==> config.mk <==
export PLATFORM = sky130hd
export DESIGN_NAME = channel_llr_loader_flat
export DESIGN_NICKNAME = d
export VERILOG_FILES = /design/src/rtl/channel_llr_loader_if.sv /design/src/rtl/channel_llr_loader.sv /design/src/flat_wrapper.sv
export SDC_FILE = /design/constraint.sdc
export NUM_CORES = 1
export LEC_CHECK = 0
export BUFFER_PORTS_ARGS = -buffer_cell sky130_fd_sc_hd__buf_2
export CAP_MARGIN = 0
export CORE_ASPECT_RATIO = 1.4
export CORE_MARGIN = 1
export CORE_UTILIZATION = 51
export DETAILED_ROUTE_END_ITERATION = 8
export PLACE_DENSITY_LB_ADDON = 0.08
export SETUP_SLACK_MARGIN = 0.3
export SKIP_LAST_GASP = 1
export SLEW_MARGIN = 20
export SYNTH_ARGS = -nofsm -noshare
export SYNTH_HDL_FRONTEND = slang
export SYNTH_SLANG_ARGS = --single-unit
export TNS_END_PERCENT = 5
==> constraint.sdc <==
create_clock -name clk -period 4 [get_ports clk]
set_input_delay 1 -clock clk [delete_from_list [all_inputs] [get_ports clk]]
set_output_delay 1 -clock clk [all_outputs]
set_load 0.02 [all_outputs]
==> src/rtl/channel_llr_loader_if.sv <==
`default_nettype none
// ============================================================================
// Module      : channel_llr_loader_if
// Description : Chunk stream from the channel front end into the LLR loader.
//               One chunk of LLRs per transfer over a valid/ready handshake,
//               with a last flag marking the final chunk of a frame.
// Ports       : llr_in        chunk payload, LLR i at bits [i*Q +: Q]
//               llr_in_valid  llr_in holds a valid chunk
//               llr_in_last   qualifies the final chunk of a frame
//               llr_in_ready  loader can accept a chunk this cycle
// Revision    : 1.0 - initial release
// ============================================================================
interface channel_llr_loader_if #(
  parameter int W = 24
) ();

  logic [W-1:0] llr_in;
  logic         llr_in_valid;
  logic         llr_in_last;
  logic         llr_in_ready;

  // Front end side: drives the chunk stream, observes ready.
  modport master (
    output llr_in,
    output llr_in_valid,
    output llr_in_last,
    input  llr_in_ready
  );

  // Loader side: consumes the chunk stream, drives ready.
  modport slave (
    input  llr_in,
    input  llr_in_valid,
    input  llr_in_last,
    output llr_in_ready
  );

endinterface
`default_nettype wire

==> src/rtl/channel_llr_loader.sv <==
`default_nettype none
// ============================================================================
// Module      : channel_llr_loader
// Description : Write side of the channel LLR register. Assembles 2^N LLRs
//               from NCH chunks of 2^(P+1) LLRs each, presents the complete
//               frame with a one-cycle data_valid pulse, and holds it stable
//               until the decoder signals decoder_done.
// Parameters  : N  log2 code length (frame holds 2^N LLRs)
//               P  log2 parallelism (chunk holds 2^(P+1) LLRs), N >= P+1
//               Q  LLR bit width, two's complement
// Ports       : clk                    rising-edge clock
//               rst_n                  asynchronous reset, active low
//               llr_bus                chunk stream (slave side)
//               decoder_done           decoder finished with held frame
//               channel_register_data  frame, chunk k at bits [k*W +: W]
//               data_valid             pulse: frame complete and stable
//               frame_error            pulse: last/length mismatch
//               chunk_count            next chunk slot to be written
// Revision    : 1.0 - initial release
// ============================================================================
module channel_llr_loader #(
  parameter int N = 3,
  parameter int P = 1,
  parameter int Q = 6,
  localparam int W   = (2 ** (P + 1)) * Q,
  localparam int NCH = 2 ** (N - P - 1),
  localparam int CW  = ((N - P - 1) > 0) ? (N - P - 1) : 1
) (
  input  wire logic                     clk,
  input  wire logic                     rst_n,
  channel_llr_loader_if.slave           llr_bus,
  input  wire logic                     decoder_done,
  output logic [(2 ** N) * Q - 1:0]     channel_register_data,
  output logic                          data_valid,
  output logic                          frame_error,
  output logic [CW-1:0]                 chunk_count
);

  typedef enum logic [1:0] {
    S_LOAD  = 2'd0,
    S_VALID = 2'd1,
    S_HOLD  = 2'd2
  } state_t;

  localparam logic [CW-1:0] LAST_IDX = CW'(NCH - 1);

  state_t                   state_q, state_d;
  logic [CW-1:0]            chunk_count_q, chunk_count_d;
  logic                     frame_error_q, frame_error_d;
  logic [NCH*W-1:0]         frame_q;

  logic                     ready;
  logic                     accept;
  logic                     is_final;

  // Ready depends only on state so the front end never sees a
  // combinational path from its own valid back to ready.
  assign ready    = (state_q == S_LOAD);
  assign accept   = ready && llr_bus.llr_in_valid;
  // With a single chunk per frame the counter stays at 0 and every
  // chunk compares as final.
  assign is_final = (chunk_count_q == LAST_IDX);

  // --------------------------------------------------------------------------
  // State register
  // --------------------------------------------------------------------------
  always_ff @(posedge clk or negedge rst_n) begin
    if (!rst_n) begin
      state_q       <= S_LOAD;
      chunk_count_q <= '0;
      frame_error_q <= 1'b0;
    end else begin
      state_q       <= state_d;
      chunk_count_q <= chunk_count_d;
      frame_error_q <= frame_error_d;
    end
  end

  // --------------------------------------------------------------------------
  // Next-state logic
  // --------------------------------------------------------------------------
  always_comb begin
    state_d       = state_q;
    chunk_count_d = chunk_count_q;
    frame_error_d = 1'b0;

    case (state_q)
      S_LOAD: begin
        if (accept) begin
          if (is_final && llr_bus.llr_in_last) begin
            state_d       = S_VALID;
            chunk_count_d = '0;
          end else if (!is_final && !llr_bus.llr_in_last) begin
            chunk_count_d = chunk_count_q + CW'(1);
          end else begin
            // Length/last disagreement: drop the frame and restart at
            // slot 0. Stale slots are simply overwritten by the next frame.
            frame_error_d = 1'b1;
            chunk_count_d = '0;
          end
        end
      end

      S_VALID: begin
        // A done arriving during the valid cycle releases the frame at once.
        state_d = decoder_done ? S_LOAD : S_HOLD;
      end

      S_HOLD: begin
        if (decoder_done) begin
          state_d = S_LOAD;
        end
      end

      default: begin
        state_d       = S_LOAD;
        chunk_count_d = '0;
      end
    endcase
  end

  // --------------------------------------------------------------------------
  // Frame storage: a chunk lands in its slot whenever it is accepted, even
  // on a mismatch, so the register only changes on accepted chunks.
  // --------------------------------------------------------------------------
  always_ff @(posedge clk or negedge rst_n) begin
    if (!rst_n) begin
      frame_q <= '0;
    end else if (accept) begin
      for (int k = 0; k < NCH; k++) begin
        if (chunk_count_q == CW'(k)) begin
          frame_q[k*W +: W] <= llr_bus.llr_in;
        end
      end
    end
  end

  // --------------------------------------------------------------------------
  // Outputs
  // --------------------------------------------------------------------------
  assign llr_bus.llr_in_ready  = ready;
  assign channel_register_data = frame_q;
  assign data_valid            = (state_q == S_VALID);
  assign frame_error           = frame_error_q;
  assign chunk_count           = chunk_count_q;

endmodule
`default_nettype wire
==> src/flat_wrapper.sv <==
// flat-port wrapper written by rule: the top's interface ports become plain ports
module channel_llr_loader_flat 
#(
  parameter int N = 3,
  parameter int P = 1,
  parameter int Q = 6,
  localparam int W   = (2 ** (P + 1)) * Q,
  localparam int NCH = 2 ** (N - P - 1),
  localparam int CW  = ((N - P - 1) > 0) ? (N - P - 1) : 1
)
  (clk, rst_n, decoder_done, channel_register_data, data_valid, frame_error, chunk_count, llr_bus_llr_in, llr_bus_llr_in_valid, llr_bus_llr_in_last, llr_bus_llr_in_ready);
  channel_llr_loader_if llr_bus_i ();
  input  wire logic clk;
  input  wire logic rst_n;
  input  wire logic decoder_done;
  output logic [(2 ** N) * Q - 1:0] channel_register_data;
  output logic data_valid;
  output logic frame_error;
  output logic [CW-1:0] chunk_count;
  input wire logic [$bits(llr_bus_i.llr_in)-1:0] llr_bus_llr_in;
  input wire logic [$bits(llr_bus_i.llr_in_valid)-1:0] llr_bus_llr_in_valid;
  input wire logic [$bits(llr_bus_i.llr_in_last)-1:0] llr_bus_llr_in_last;
  output wire logic [$bits(llr_bus_i.llr_in_ready)-1:0] llr_bus_llr_in_ready;
  assign llr_bus_i.llr_in = llr_bus_llr_in;
  assign llr_bus_i.llr_in_valid = llr_bus_llr_in_valid;
  assign llr_bus_i.llr_in_last = llr_bus_llr_in_last;
  assign llr_bus_llr_in_ready = llr_bus_i.llr_in_ready;
  channel_llr_loader #(.N(N), .P(P), .Q(Q)) u_core (.clk(clk), .rst_n(rst_n), .llr_bus(llr_bus_i), .decoder_done(decoder_done), .channel_register_data(channel_register_data), .data_valid(data_valid), .frame_error(frame_error), .chunk_count(chunk_count));
endmodule
# After elaboration in Yosys (flattened, before gate mapping)
# Cells that the tools add are included.
[totals]
out_inout_bits = 52
in_bits = 29
elab_cells = 37
reg_bits = 52
[classes]
bitwise = 2
add_sub_neg = 1
n_reduce_logical = 11
n_mux = 13
n_eq_ne = 5
[ops]
columns = ["cell", "n"]
rows = [
  ["2-bit two-way mux", 4],
  ["1-bit two-way mux", 7],
  ["2-bit inequality test (second input constant)", 3],
  ["2-bit case mux with 3 select lines", 1],
  ["2-bit AND reduction", 3],
  ["1-bit logical AND", 3],
  ["3-bit AND reduction", 1],
  ["2-bit by 1-bit == test with 1-bit output (second input constant)", 1],
  ["2-bit == test (second input constant)", 1],
  ["1-bit logical NOT", 2],
  ["2-bit logical NOT", 1],
  ["1-bit inverter", 2],
  ["1-bit case mux with 2 select lines", 1],
  ["2-bit OR reduction", 1],
  ["1-bit adder (second input constant)", 1],
]

# Depth between registers and ports, before layout
# Gate-level depths: netlist (run 1).
[depth]
word_depth = 6
ltp_mapped = 6
mapped_depth_nobuf = 5

# Worst setup path after synthesis (run 1)
# OpenSTA, ideal clock, no wires.
[synth_path]
path_kind = "in2reg"
start = "input llr_bus_llr_in_last"
end = "register u_core.state_q[1]"
path_buffers = 0
t_arrival_ns = 1.692
setup_slack_ns = 2.243
cell_stages = 4
required_time_ns = 3.935
setup_ns = 0.065
path_cell_list = "ha_1 nand2_1 a2111oi_0 a211o_1"
[synth_between]
elab_chain_cells = 3
[synth_lines]
columns = ["item", "line", "source"]
rows = [
  ["start, declared", "flat_wrapper.sv:22", "input wire logic [$bits(llr_bus_i.llr_in_last)-1:0] llr_bus_llr_in_last;"],
  ["1-bit logical AND", "channel_llr_loader.sv:90", "if (is_final && llr_bus.llr_in_last) begin"],
  ["2-bit inequality test (no line)", "--", ""],
  ["3-bit AND reduction (no line)", "--", ""],
  ["end signal, assigned", "channel_llr_loader.sv:73", "state_q <= state_d;"],
  ["end, declared", "channel_llr_loader.sv:47", "state_t state_q, state_d;"],
]
# Every way passes these cells.
# A chain may end at the register's enable or synchronous reset.

# Final worst setup path (run 1)
[layout_path]
start = "register u_core.state_q[0]"
end = "output llr_bus_llr_in_ready"
[layout_between]
elab_chain_cells = 1
[layout_lines]
columns = ["item", "line", "source"]
rows = [
  ["2-bit logical NOT", "channel_llr_loader.sv:58", "assign ready = (state_q == S_LOAD);"],
  ["end, declared", "flat_wrapper.sv:23", "output wire logic [$bits(llr_bus_i.llr_in_ready)-1:0] llr_bus_llr_in_ready;"],
]
# Every way passes these cells.

==> results.ini, run 1 <==
[finish]
final_common_cell=buf_2
syn2layout_area_growth_pct=23.3
finalNetCount=244
fill_cells=317
instances_no_fill=253
diodes=0
final_cell_mix=buf_2 (79), dfrtp_1 (52), mux2_2 (48)
post-route-util=0.651
regArea_um2=1300
multi_input_area_um2=698
drive_gt1_frac=0.652

[clocking]
post_cts_buffers=0
cts_tree=built
cts_hold_buf=0
clk_pin_slew_ps=80
clock-sinks=52
ctsResizeCount=0
cts_made_buffers=5
htreeDepth=2
cts_root_buf=clkbuf_8
clockBufferDepth=2
clock_latency_ps=290

[sta]
rsz0062_at_grt=no
tns_ps=0
maxSlewHeadroom=0.575
drv_slew=0
period_share=0.593
timing_hold_violations_final=0
fin_crit_ps=2370
worstMarginPinSlew_ps=637
max_clock_freq_mhz=422
setup_viol=0
fin_skew_ps=1.13

[critical_path]
regToRegStartpoint=u_core.state_q[0]$_DFFE_PN0P_
arrival_ps=1370
path_max_fanout=8
worstRegToRegCells=4
cp_slowest_stage_delay_ps=390
crit_path_start_kind=flip-flop
cp-endpoint=llr_bus_llr_in_ready
crit_family=flip-flops
cpMaxStageDelayCell=dfrtp_1
path_cells=inv_1 -> ha_1 -> buf_2
path_buf_inv=2
crit_type=reg2out
r2r_slack_ps=1980
endpoint_kind=primary output
critPathLaunch=u_core.state_q[0]$_DFFE_PN0P_
r2r_end=u_core.channel_register_data[22]$_DFFE_PN0P_
cp.required_ps=3000
crit_cells=3

[power]
max-vdd-ir-drop_uv=521
leakage_nw=1.28
power_density_nw_per_um2=907
p_sw_frac=0.398
p_switching_mw=0.921
seq_power_share=0.399
comb_power_share=0.484
p_clk_frac=0.117
p_int_mw=1.39

[logic_synthesis]
ys_warn_count=0
ys_seq_elements=52
synth_nets=162
synthesis.area_um2=2070
synth_cell_type_count=18
synth-seq-area-share=0.628
avgSynthCellArea_um2=16.2
netlist_instances=128

[global_route]
grt_max_degree=53
global_route.usage.met1=0.226
grt_pass1_wl_mm=6.30
use_met2=0.324
grt_pass1_vias=1327
met3_usage=0.0633
grt.busiest_layer=met2
grt_use_total=0.189
grt_overflow=0
antenna_found_initial=0

[die]
io_pins=81
core_area_um2=3920
die_area_um2=4320
fp.dieW_um=55.9
rows=27
start_util=0.528
die_y_um=77.4

[routing]
wirelength_mm=3.92
post_drt_wl_per_cell_um=15.5
drc=0
vias_per_cell=5.26
vias=1330
dr.pass1.iters=4
postRouteAntennaNets=0
drt_iter0_markers=40

[placed_design]
gp_congestion=0.760
port_buffers=80
dp_cells=246
dp_hpwl_mm=2.89

[outcome]
status=finished clean

[hold_path]
hp-class=reg2reg

[run]
max_cap_violations=0

[cells by family (layout without fill, tap and decap cells)]
group / Yosys count / count (layout) / share of synthesized area
buffers and inverters: 10 / 92 / 0.0344
flip-flops: 52 / 52 / 0.628
AND/OR/NAND/NOR: 7 / 7 / 0.0248
multiplexers: 48 / 48 / 0.261
adder cells (fa/ha/maj): 5 / 5 / 0.0302
AO/OA/AOI/OAI: 6 / 6 / 0.0212
[cells in the mapped netlist]
cell type / n / share of area
a22o_1: 1 / 0.0042
nor2b_1: 1 / 0.0030
inv_1: 5 / 0.0091
ha_1: 5 / 0.030
clkbuf_2: 1 / 0.0024
nand2_1: 1 / 0.0018
o21ai_0: 2 / 0.0048
a2111oi_0: 1 / 0.0042
o21a_1: 1 / 0.0036
nand3_2: 2 / 0.0097
and3_1: 1 / 0.0030
mux2_2: 48 / 0.26
clkbuf_8: 1 / 0.0066
a211o_1: 1 / 0.0042
buf_6: 3 / 0.016
and3_2: 1 / 0.0036
nand3b_1: 1 / 0.0036
dfrtp_1: 52 / 0.63
[worst min-delay path by stage]
| stage | startpoint | to | slack, ps | depth (start not counted) |
|---|---|---|---|---|
| 2_1_floorplan | u_core.state_q[1]$_DFFE_PN0P_ | u_core.state_q[1]$_DFFE_PN0P_ | 500 | 1 |
| 3_3_place_gp | u_core.channel_register_data[35]$_DFFE_PN0P_ | u_core.channel_register_data[35]$_DFFE_PN0P_ | 480 | 1 |
| 3_5_place_dp | u_core.channel_register_data[4]$_DFFE_PN0P_ | u_core.channel_register_data[4]$_DFFE_PN0P_ | 490 | 1 |
| 4_1_cts | u_core.channel_register_data[34]$_DFFE_PN0P_ | u_core.channel_register_data[34]$_DFFE_PN0P_ | 510 | 1 |
| 5_1_grt | u_core.channel_register_data[7]$_DFFE_PN0P_ | u_core.channel_register_data[7]$_DFFE_PN0P_ | 520 | 1 |
| 6_report | u_core.channel_register_data[27]$_DFFE_PN0P_ | u_core.channel_register_data[27]$_DFFE_PN0P_ | 500 | 1 |
[per-layer routing]
layer	share of wire	vias to the layer above
met5	0	-
met4	0.011	0
met3	0.069	5
met2	0.54	56
met1	0.38	662
li1	-	607
[flip-flops by register name, indices dropped and copies added, names as in the netlist]
| register | flops |
|---|---|
| u_core.channel_register_data | 48 |
| u_core.state_q | 2 |
| u_core.frame_error | 1 |
| u_core.chunk_count | 1 |
[per-stage QoR]
step                      setup slack (ps)  total power [mW]  instance area [um^2]  hold WS [ps]
after global routing                  1540              2.45                  2550           519
after floorplan                       2240              1.71                  2070           500
after CTS                             1610              2.35                  2550           508
final                                 1630              2.31                  2550           504
after global placement                1730              2.01                  2470           483
after detailed placement              1670              2.07                  2470           488
[cell type report]
class / count / area share
Clock buffer: 6 / 0.0284
Clock inverter: 1 / 0.00196
Timing Repair Buffer: 80 / 0.158
Tap cell: 43 / 0.0211
Multi-Input combinational cell: 66 / 0.274
Inverter: 5 / 0.00735
Sequential cell: 52 / 0.510
[power groups by stage]
stage / logic (mW) / registers [mW] / clock network (mW)
3_5_place_dp: 1.14 / 0.936 / 0
3_3_place_gp: 1.10 / 0.914 / 0
6_report: 1.12 / 0.923 / 0.271
5_1_grt: 1.19 / 0.958 / 0.300
4_1_cts: 1.14 / 0.926 / 0.284
2_1_floorplan: 0.465 / 1.25 / 0
Power figures use the tool's default switching activity.
==> run 2: changes to the inputs <==
--- a/config.mk
+++ b/config.mk
@@ -5,11 +5,12 @@
 export SDC_FILE = /design/constraint.sdc
 export NUM_CORES = 1
 export LEC_CHECK = 0
+export ABC_AREA = 1
 export BUFFER_PORTS_ARGS = -buffer_cell sky130_fd_sc_hd__buf_2
 export CAP_MARGIN = 0
 export CORE_ASPECT_RATIO = 1.4
 export CORE_MARGIN = 1
-export CORE_UTILIZATION = 51
+export CORE_UTILIZATION = 48
 export DETAILED_ROUTE_END_ITERATION = 8
 export PLACE_DENSITY_LB_ADDON = 0.08
 export SETUP_SLACK_MARGIN = 0.3
==> constraint.sdc (replaced) <==
create_clock -name clk -period 2.3 [get_ports clk]
set_input_delay 0.575 -clock clk [delete_from_list [all_inputs] [get_ports clk]]
set_output_delay 0.575 -clock clk [all_outputs]
set_load 0.02 [all_outputs]
==> run 2 against run 1 <==
  * Synthesized area rose by 2.2%
  * Register-to-register slack worse by 1300 ps
  * Hold slack got worse by 260 ps
  * Power is 58% higher
  * Critical endpoint unchanged
==> results.ini, run 2 <==
[logic_synthesis]
ys_warn_count=0
synthTopCellsByArea=dfrtp_1 (62%), nand2_1 (9.8%), o21ai_1 (7.1%)
muxShareOfSynthArea=0
synth_top_family_by_area=compound AO/OA/AOI/OAI gates
synth_edf_count=0
ys.flop_type=dfrtp_1
avgSynthCellArea_um2=9.84
synth-adder-area-share=0.0296
ys_async_sr_fraction=1.00
synth-simple-area-share=0.122
synth_compound_area_frac=0.132
synth_nets=249
synthesis.area_um2=2120
ys_top_cells_by_count=nand2_1 (55), dfrtp_1 (52), inv_1 (33)
yosysTopAreaCellShare=0.615
synth_xor_area_frac=0
synth_largest_area_cell=dfrtp_1
synthMostInstantiatedCell=nand2_1
netlist_instances=215
ys_seq_elements=52
synth-seq-area-share=0.615
synth_cell_type_count=17

[routing]
post_drt_wl_per_cell_um=11.0
postRouteAntennaNets=0
drt_iter0_markers=58
vias_per_cell=4.50
dr.pass1.iters=4
drc=0
vias=1602
wirelength_mm=3.92

[global_route]
grt_overflow=0
grt_max_degree=49
grt_pass1_vias=1508
antenna_found_initial=0
grt_pass1_wl_mm=6.57
grt_use_total=0.183

[sta]
drv_slew=0
rsz0062_at_grt=no
worstMarginPinSlew_ps=513
max_clock_freq_mhz=546
fin_skew_ps=3.51
setup_viol=0
fin_crit_ps=1830
period_share=0.796
tns_ps=0
timing_hold_violations_final=0
maxSlewHeadroom=0.658
worst_hold_slack_ps=242

[finish]
syn2layout_area_growth_pct=24.1
drive_gt1_frac=0.345
instances_no_fill=356
final_common_cell=buf_2
design_area_um2=2630
largest_register_ffs=48
fill_cells=378
final_cell_mix=buf_2 (80), nand2_1 (55), dfrtp_1 (52)
diodes=0
finalNetCount=330

[clocking]
cts_root_buf=clkbuf_8
clock_latency_ps=290
ctsResizeCount=0
cts_made_buffers=5
clockBufferDepth=2
clock-sinks=52
clk_pin_slew_ps=80
cts_tree=built
htreeDepth=2
post_cts_buffers=0
cts_hold_buf=0

[die]
die_y_um=80.6
core_area_um2=4240
start_util=0.499
io_pins=81
die_area_um2=4680
fp.dieW_um=58.1
rows=28

[hold_path]
hp-class=in2async

[power]
power_density_nw_per_um2=1400
max-vdd-ir-drop_uv=687
leakage_nw=1.49

[outcome]
status=finished clean

[critical_path]
arrival_ps=1260
crit_type=reg2out
path_max_fanout=6
cp.required_ps=1730
crit_path_start_kind=flip-flop
endpoint_kind=primary output

[placed_design]
dp_hpwl_mm=2.90
dp_cells=349
port_buffers=80
dpl-instance-area_um2=2550
gp_congestion=0.733

[run]
max_cap_violations=0

## run 2: worst paths after layout
path                                                              start                                           end  slack, ps  cells after the start
max                                       u_core.state_q[0]$_DFFE_PN0P_                          llr_bus_llr_in_ready        470                      3
min                                                               rst_n  u_core.channel_register_data[32]$_DFFE_PN0P_        240                      1
max reg2reg                               u_core.state_q[0]$_DFFE_PN0P_  u_core.channel_register_data[33]$_DFFE_PN0P_        690                      7
min reg2reg                u_core.channel_register_data[32]$_DFFE_PN0P_  u_core.channel_register_data[32]$_DFFE_PN0P_        480                      2
max in group asynchronous                                         rst_n                  u_core.frame_error$_DFF_PN0_       1530                      2
min in group clk           u_core.channel_register_data[32]$_DFFE_PN0P_  u_core.channel_register_data[32]$_DFFE_PN0P_        480                      2
## run 2: power by group
group          switching (mW)  leakage (nW)  internal (mW)  total (mW)
clock                   0.269        0.0410          0.207       0.476
sequential              0.216         0.650           1.33        1.54
combinational            1.08         0.801          0.561        1.64
## run 2: kinds of logic after synthesis
family / Yosys count
AO/OA/AOI/OAI: 50
adder cells (fa/ha/maj): 5
buffers and inverters: 44
flip-flops: 52
AND/OR/NAND/NOR: 64
## run 2: final cells by class
cell class	instances	area, um^2	area share
Inverter	34	128	0.0486
Multi-Input combinational cell	119	601	0.229
Timing Repair Buffer	84	443	0.169
Sequential cell	52	1300	0.496
Clock inverter	1	5.00	0.00191
Tap cell	60	75.1	0.0286
Clock buffer	6	72.6	0.0276
## run 2: metal layers
layer,track usage,vias to the layer above,share of wire
met5,0,-,0
met4,0.0643,0,0.013
met3,0.0451,6,0.052
met2,0.298,47,0.48
met1,0.237,724,0.46
li1,-,825,-
## run 2: worst max-delay path, cell delays in order, from the launching register on
cell and delay (ps):
dfrtp_1 410, inv_1 90, ha_1 260, buf_2 200
## run 2: metrics by stage
step	util	total power, mW	setup WS [ps]
after global placement	0.601	3.20	761
after CTS	0.619	3.71	449
after detailed placement	0.601	3.23	705
final	0.619	3.66	470
after global routing	0.619	3.95	372
after floorplan	-	2.68	776
==> run 3: changes to the inputs <==
--- a/config.mk
+++ b/config.mk
@@ -5,12 +5,12 @@
 export SDC_FILE = /design/constraint.sdc
 export NUM_CORES = 1
 export LEC_CHECK = 0
-export ABC_AREA = 1
+export ABC_AREA = 0
 export BUFFER_PORTS_ARGS = -buffer_cell sky130_fd_sc_hd__buf_2
 export CAP_MARGIN = 0
 export CORE_ASPECT_RATIO = 1.4
 export CORE_MARGIN = 1
-export CORE_UTILIZATION = 48
+export CORE_UTILIZATION = 43
 export DETAILED_ROUTE_END_ITERATION = 8
 export PLACE_DENSITY_LB_ADDON = 0.08
 export SETUP_SLACK_MARGIN = 0.3
==> constraint.sdc (replaced) <==
create_clock -name clk -period 1.5 [get_ports clk]
set_input_delay 0.375 -clock clk [delete_from_list [all_inputs] [get_ports clk]]
set_output_delay 0.375 -clock clk [all_outputs]
set_load 0.02 [all_outputs]
==> run 3 against run 2 <==
  * First-iteration DRC count decreased by 38%
  * Global-route usage is 0.84 points higher
  * Via count is 12% lower
  * Register-to-register slack got worse by 650 ps
  * Largest cell class unchanged
  * Final area grew 5.8%
  * Setup slack worse by 450 ps
  * Critical path type unchanged
  * Critical endpoint unchanged
  * Sequential cell count is the same
  * Critical path depth unchanged
  * Count of clock-buffer cells in the layout stayed put
  * Sequential share of layout area is 2.7 points lower
==> results.ini, run 3 (synthesis results as in run 1) <==
[outcome]
status=finished clean

[sta]
fin_skew_ps=3.93
worstMarginPinSlew_ps=370
setup_viol=0
rsz0062_at_grt=yes
period_share=0.990
max_clock_freq_mhz=673
maxSlewHeadroom=0.754
timing_hold_violations_final=0
drv_slew=0
worst_hold_slack_ps=52.4
fin_crit_ps=1480

[clocking]
clock_latency_ps=300
htreeDepth=2
clockBufferDepth=2
cts_hold_buf=0
clock-sinks=52
cts_root_buf=clkbuf_8
cts_made_buffers=5
clk_pin_slew_ps=90
cts_tree=built

[routing]
dr.pass1.iters=4
vias_per_cell=4.97
drc=0
vias=1411
post_drt_wl_per_cell_um=15.6
wirelength_mm=4.43
postRouteAntennaNets=0
drt_iter0_markers=36

[power]
p_int_mw=3.99
seq_power_share=0.368
comb_power_share=0.521
power_density_nw_per_um2=2410
p_sw_frac=0.405
leakage_nw=1.34
power_mw=6.69
max-vdd-ir-drop_uv=1100
p_clk_frac=0.110
p_switching_mw=2.71

[finish]
instances_no_fill=284
final_cell_mix=buf_2 (78), dfrtp_1 (51), mux2_2 (48)
syn2layout_area_growth_pct=34.1
final_common_cell=buf_2
diodes=0
drive_gt1_frac=0.703
finalNetCount=256
fill_cells=397
largest_register_ffs=48

[die]
start_util=0.453
die_y_um=84.1
die_area_um2=5100
io_pins=81
core_area_um2=4570
rows=29
fp.dieW_um=60.7

[critical_path]
regToRegStartpoint=u_core.state_q[0]$_DFFE_PN0P_
worstRegToRegCells=5
r2r_slack_ps=40
cp.required_ps=1120
crit_path_start_kind=flip-flop
arrival_ps=1110
path_max_fanout=5
r2r_end=u_core.channel_register_data[13]$_DFFE_PN0P_
endpoint_kind=primary output
crit_type=reg2out

[global_route]
grt_pass1_wl_mm=7.09
antenna_found_initial=0
grt_pass1_vias=1453
grt_max_degree=53
grt_use_total=0.192
grt_overflow=0

[placed_design]
dp_hpwl_mm=2.71
gp_congestion=0.729
port_buffers=80
dp_cells=266

[hold_path]
hp-class=in2async

[run]
max_cap_violations=0

run 3: cell count changes in the layout (fill, tap and decap cells not counted), sizes merged, moves of 2 or more:
cell   change
o21ai     -47
and3       +2
inv       -30
nand2     -57
nand4      -2
nand3      +5
nor2       -2
buf        +4
mux2      +48
run 3: routing by layer:
layer / vias up / wire length (um) / global-route usage
met5: - / 0 / 0
met4: 0 / 118 / 0.0826
met3: 13 / 314 / 0.0605
met2: 59 / 2330 / 0.325
met1: 696 / 1670 / 0.214
li1: 643 / - / -
run 3: critical path: stages, from the launching register on:
cell     delay [ps]
dfrtp_1         430
inv_2            70
ha_4            180
buf_6           130
run 3: metrics by stage:
step / setup slack [ps] / utilization / instance area [um^2] / setup TNS, ps
6_report: 15.2 / 0.607 / 2780 / 0
5_1_grt: -19.8 / 0.607 / 2780 / -60.8
4_1_cts: 12.6 / 0.604 / 2760 / 0
3_5_place_dp: -56.7 / 0.556 / 2540 / -2010
3_3_place_gp: 2.09 / 0.556 / 2540 / 0
2_1_floorplan: 38.2 / - / 2110 / 0
run 3: how the worst max path moves through the flow:
stage | slack [ps] | endpoint | depth (start not counted) | start
final | 20 | llr_bus_llr_in_ready | 3 | u_core.state_q[0]$_DFFE_PN0P_
after global routing | -20 | llr_bus_llr_in_ready | 3 | u_core.state_q[0]$_DFFE_PN0P_
after CTS | 10 | llr_bus_llr_in_ready | 3 | u_core.state_q[0]$_DFFE_PN0P_
after detailed placement | -60 | u_core.channel_register_data[15]$_DFFE_PN0P_ | 4 | u_core.state_q[0]$_DFFE_PN0P_
after global placement | 2 | u_core.channel_register_data[25]$_DFFE_PN0P_ | 4 | u_core.state_q[1]$_DFFE_PN0P_
after floorplan | 40 | u_core.channel_register_data[24]$_DFFE_PN0P_ | 6 | u_core.state_q[1]$_DFFE_PN0P_
run 3: what timing repair did:
action,4_1_cts,5_1_grt
setup buffers,7,0
pin swaps,1,0
gates cloned,4,0
endpoints found under the setup margin,102,104
resized for setup,10,3
hold endpoints to repair,0,0
run 3: final cells by class:
type                       instances  area (um^2)  area share
inverter                           5         22.5     0.00811
multi-input combinational         70          815       0.293
timing repair buffer              88          482       0.174
clock buffer                       6         72.6      0.0261
clock inverter                     1         5.00     0.00180
tap                               62         77.6      0.0279
sequential                        52         1300       0.469
run 3: power by group through the flow:
| stage | Combinational, mW | Sequential (mW) | Clock, mW |
|---|---|---|---|
| 2_1_floorplan | 1.34 | 3.33 | 0 |
| 3_3_place_gp | 3.05 | 2.45 | 0 |
| 3_5_place_dp | 3.12 | 2.48 | 0 |
| 4_1_cts | 3.49 | 2.47 | 0.771 |
| 5_1_grt | 3.74 | 2.54 | 0.824 |
| 6_report | 3.49 | 2.47 | 0.738 |
